--- src/rtl/mux_sched.sv ---
// Round-robin scheduler for the three-channel output mux: grants one channel at a time
// for up to BURST_LEN beats, parking the mux on the idle code 2'b11 when nobody is eligible.
module mux_sched #(
  parameter int unsigned BURST_LEN = 4,
  parameter int unsigned CNT_W     = 3
) (
  input  logic             clk,
  input  logic             rst,
  input  logic [2:0]       req_i,
  input  logic [2:0]       en_i,
  output logic [1:0]       select_o,
  output logic [2:0]       grant_o,
  output logic             busy_o,
  output logic [CNT_W-1:0] beat_cnt_o,
  output logic             start_o
);

  typedef enum logic [0:0] {StIdle, StGrant} state_e;

  localparam logic [CNT_W-1:0] LastBeat = CNT_W'(BURST_LEN - 1);

  state_e           state_q, state_d;
  logic [1:0]       g_q, g_d;
  logic [1:0]       last_q, last_d;
  logic [CNT_W-1:0] cnt_q, cnt_d;
  logic             start_q, start_d;

  logic [2:0] elig;
  logic [2:0] cand;
  logic       beat;
  logic       load;
  logic [1:0] load_ch;

  // Scan last+1, last+2, last (mod 3); caller guarantees cand is nonzero.
  function automatic logic [1:0] rr_pick(input logic [2:0] c, input logic [1:0] last);
    logic [1:0] n1;
    logic [1:0] n2;
    n1 = (last == 2'd2) ? 2'd0 : last + 2'd1;
    n2 = (n1 == 2'd2) ? 2'd0 : n1 + 2'd1;
    if (c[n1]) begin
      return n1;
    end else if (c[n2]) begin
      return n2;
    end
    return last;
  endfunction

  always_comb begin
    state_d = state_q;
    g_d     = g_q;
    last_d  = last_q;
    cnt_d   = cnt_q;
    start_d = 1'b0;
    load    = 1'b0;
    load_ch = g_q;
    elig    = req_i & en_i;
    beat    = elig[g_q];
    cand    = elig & ~(3'b001 << g_q);

    unique case (state_q)
      StIdle: begin
        if (|elig) begin
          load    = 1'b1;
          load_ch = rr_pick(elig, last_q);
        end
      end
      StGrant: begin
        if (!beat) begin
          if (|elig) begin
            load    = 1'b1;
            load_ch = rr_pick(elig, last_q);
          end else begin
            state_d = StIdle;
            cnt_d   = '0;
          end
        end else if (cnt_q == LastBeat) begin
          // Burst exhausted: rotate if anyone else waits, otherwise regrant the same channel.
          load    = 1'b1;
          load_ch = (|cand) ? rr_pick(cand, last_q) : g_q;
        end else begin
          cnt_d = cnt_q + 1'b1;
        end
      end
      default: state_d = StIdle;
    endcase

    if (load) begin
      state_d = StGrant;
      g_d     = load_ch;
      last_d  = load_ch;
      cnt_d   = '0;
      start_d = 1'b1;
    end
  end

  always_ff @(posedge clk or posedge rst) begin
    if (rst) begin
      state_q <= StIdle;
      g_q     <= 2'd0;
      last_q  <= 2'd2;
      cnt_q   <= '0;
      start_q <= 1'b0;
    end else begin
      state_q <= state_d;
      g_q     <= g_d;
      last_q  <= last_d;
      cnt_q   <= cnt_d;
      start_q <= start_d;
    end
  end

  assign busy_o     = (state_q == StGrant);
  assign select_o   = busy_o ? g_q : 2'b11;
  assign grant_o    = busy_o ? (3'b001 << g_q) : 3'b000;
  assign beat_cnt_o = cnt_q;
  assign start_o    = start_q;

endmodule

--- config.mk ---
export PLATFORM = sky130hd
export DESIGN_NAME = mux_sched
export DESIGN_NICKNAME = d
export VERILOG_FILES = /design/src/rtl/mux_sched.sv
export SDC_FILE = /design/constraint.sdc
export NUM_CORES = 1
export LEC_CHECK = 0
export CAP_MARGIN = 5
export CORE_MARGIN = 1
export CORE_UTILIZATION = 35
export CTS_CLUSTER_SIZE = 40
export DETAILED_ROUTE_END_ITERATION = 16
export GPL_ROUTABILITY_DRIVEN = 0
export PLACE_DENSITY_LB_ADDON = 0.3
export RECOVER_POWER = 100
export SYNTH_ARGS = -nofsm -noshare
export SYNTH_HDL_FRONTEND = slang
export SYNTH_SLANG_ARGS = --single-unit
--- constraint.sdc ---
create_clock -name clk -period 1.88 [get_ports clk]
set_clock_uncertainty 0.1 [all_clocks]
set_input_delay 0.47 -clock clk [delete_from_list [all_inputs] [get_ports clk]]
set_output_delay 0.47 -clock clk [all_outputs]
set_load 0.02 [all_outputs]
==> results of run 1 <==
## through the flow
step	area [sq um]	hold slack, ps	cells	setup slack (ps)
after detailed placement	876	424	107	-312
final	922	435	111	5.98
after global placement	876	410	107	-283
after floorplan	601	185	63	158
after global routing	922	470	111	-40.0
after CTS	918	355	111	6.24
## power by group
group | switching, mW | internal (mW)
clock | 0.0618 | 0.0813
sequential | 0.0409 | 0.216
combinational | 0.231 | 0.252
## metal layers
metal  global-route usage [%]  wire, um
met3                     5.00        74
met4                     6.25        35
met2                     25.5       646
met1                     24.1       749
met5                        0         0
## worst min-delay path by stage
stage,from,to,slack [ps],cells past startpoint
4_1_cts,rst,beat_cnt_o[1],360,2
2_1_floorplan,rst,beat_cnt_o[0],180,1
3_5_place_dp,beat_cnt_o[1],beat_cnt_o[1],420,1
6_report,beat_cnt_o[1],beat_cnt_o[1],430,1
5_1_grt,beat_cnt_o[1],beat_cnt_o[1],470,1
3_3_place_gp,beat_cnt_o[2],beat_cnt_o[2],410,1
## flip-flops by register name, summed over array words and instances (netlist names)
signal / cells
start_o: 1
last_q: 1
busy_o: 1
g_q: 2
beat_cnt_o: 3
## cells in the final DEF (no fill, tap or decap), types with 2 or more instances in the layout
master                             n
sky130_fd_sc_hd__a21oi_1           2
sky130_fd_sc_hd__clkdlybuf4s50_1   6
sky130_fd_sc_hd__a22o_1            2
sky130_fd_sc_hd__dlymetal6s2s_1    3
sky130_fd_sc_hd__dfrtp_1           7
sky130_fd_sc_hd__nand2_1           3
sky130_fd_sc_hd__ha_1              2
sky130_fd_sc_hd__and3_1            3
sky130_fd_sc_hd__inv_1             6
sky130_fd_sc_hd__nor2_1            5
sky130_fd_sc_hd__a21o_1            2
sky130_fd_sc_hd__a31oi_1           2
sky130_fd_sc_hd__nand3_1           2
sky130_fd_sc_hd__nand2b_1          2
sky130_fd_sc_hd__clkbuf_4          3
sky130_fd_sc_hd__buf_4            12
sky130_fd_sc_hd__clkbuf_1          2
sky130_fd_sc_hd__o21ai_0           2
sky130_fd_sc_hd__dlygate4sd2_1     4
## cells by family (layout without fill, tap and decap cells)
logic type | after synthesis | count (layout) | share of synthesized area [%]
compound gates | 24 | 24 | 34.2
simple gates | 21 | 21 | 21.7
flops | 8 | 8 | 33.5
buf+inv | 7 | 39 | 4.58
fa+ha+maj | 2 | 2 | 4.17
mux | 1 | 1 | 1.87
## cell type report
type | instances | area (sq um) | share of cell area (%)
multi-input cells | 48 | 400 | 43.4
flip-flops and latches | 8 | 201 | 21.8
well taps | 16 | 20.0 | 2.17
clock buffers | 4 | 26.3 | 2.85
inverters | 6 | 22.5 | 2.44
repair buffers | 29 | 251 | 27.3
## critical path, cell delays in order
cell                              delay [ps]
sky130_fd_sc_hd__clkdlybuf4s50_1         460
sky130_fd_sc_hd__and4b_1                 270
sky130_fd_sc_hd__o311a_4                 400
sky130_fd_sc_hd__o21ba_1                 180
sky130_fd_sc_hd__a31oi_1                 150
## repair_timing
item,CTS,global route
pin swaps,1,1
resized for setup,9,8
endpoints found under the setup margin,7,5
==> results.cfg, run 1 <==
[cts]
numCtsBuffers = 3
h-tree-depth = 1
cts_sinks = 8
insertion_delay_ps = 260
clock_tree_buf_depth = 2
cts.hold.buffers_added = 0
worst_setup_hold_path_clk_slew_ps = 60
clock_tree_from_tritoncts = done
cts_setup_buffers = 0
cts.root.buffer_cell = sky130_fd_sc_hd__clkbuf_4

[worst_setup_path]
crit_path_max_fanout = 5
worst_setup_start_kind = input port
crit_arrival_ps = 1940
timing.rr.start = g_q[0]
cp-end-kind = register
worstPathRequired_ps = 1950
worst_setup_path_startpoint = en_i[2]
worst-r2r-cell-count = 5
crit_type = input port to register
crit_path_end = last_q[1]
timing.rr.end = last_q[1]
r2r_setup_slack_ps = 130

[timing]
layout_worst_path_cycle_share_pct = 99.7
max_slew_margin_pct = 76.9
max_freq_mhz = 534
actual_slew_at_the_worst_max_slew_pin_ps = 342
unrepaired_setup_endpoints_after_global_routing = yes
report.final.setup_viol = 0
post-route-min-period_ps = 1870
timing_hold_violations_final = 0
slew_violations = 0
fin_setup_tns_ps = 0

[power]
power.density_nw_per_um2 = 958
cellLeakagePower_nw = 0.452
post-layout-total-power_uw = 884
peakVddDrop_mv = 0.610

[synthesis]
postSynthNetCount = 73
synth_top_cell_by_area = sky130_fd_sc_hd__dfrtp_1
ys_ff_latch = 8
most_frequent_cell_after_synthesis = sky130_fd_sc_hd__dfrtp_1
yosys-top-cells-area = sky130_fd_sc_hd__dfrtp_1 (29%), sky130_fd_sc_hd__dfstp_2 (4.4%), sky130_fd_sc_hd__a22o_1 (4.4%)
synthTopCellsByCount = sky130_fd_sc_hd__dfrtp_1 (7), sky130_fd_sc_hd__inv_1 (6), sky130_fd_sc_hd__nor2_1 (5)
synth_top_cell_area_share_pct = 29.2
synthesis.area_per_instance_sq_um = 9.53
yosysUniqueCellTypes = 35
mappedNetlistArea_sq_um = 601
synthArstFlopShare_pct = 100
synth_ff_type = sky130_fd_sc_hd__dfrtp_1
synth_edf_count = 0
seq_area_frac_synth_pct = 33.5
synthesis.yosys.warnings = 0
cells_after_synth = 63

[routing]
drt-total-wl_mm = 1.51
antenna_left = 0
routed-via-count = 595
viasPerCell = 5.36
drtIter0Drc = 12
drt_pass1_iterations = 10
drc = 6
detail_route.wl_per_cell_um = 13.6

[cells_and_area]
finalNetCount = 106
diodes = 0
filler_cell_count = 136
post_route_cells_drive_above_1_share_pct = 28.4
final_core_util_pct = 59.1
areaGrowthSynthToFinish_pct = 53.5

[global_routing]
grtUsageTotal_pct = 17.3
grt_max_degree = 9
initial_antenna_violation_count = 0
grt_pass1_wl_mm = 2.43
global_route.overflow_total = 0
first_global_vias = 561

[place]
buffer_ports.inserted = 17
dpl.hpwl_mm = 1.12

[floorplanning]
die_height_um = 43.4
dieWidth_um = 43.4
core.rowCount = 14
die_area_sq_um = 1890
core_area_sq_um = 1560
io_pins = 18
initial_core_util_pct = 38.5

[status]
result_of_the_run = finished with violations
failed_checks = design-rule violations

[min_path]
holdCritPathClass = register to register

[job]
drv.max_cap_violation_count = 0
Power figures use the tool's default switching activity.
==> inputs of run 2 (changes only) <==
- CTS_CLUSTER_SIZE: 40 -> unset
==> results of run 2 <==
No change in the layout: final DEF, timing and power equal those of run 1.
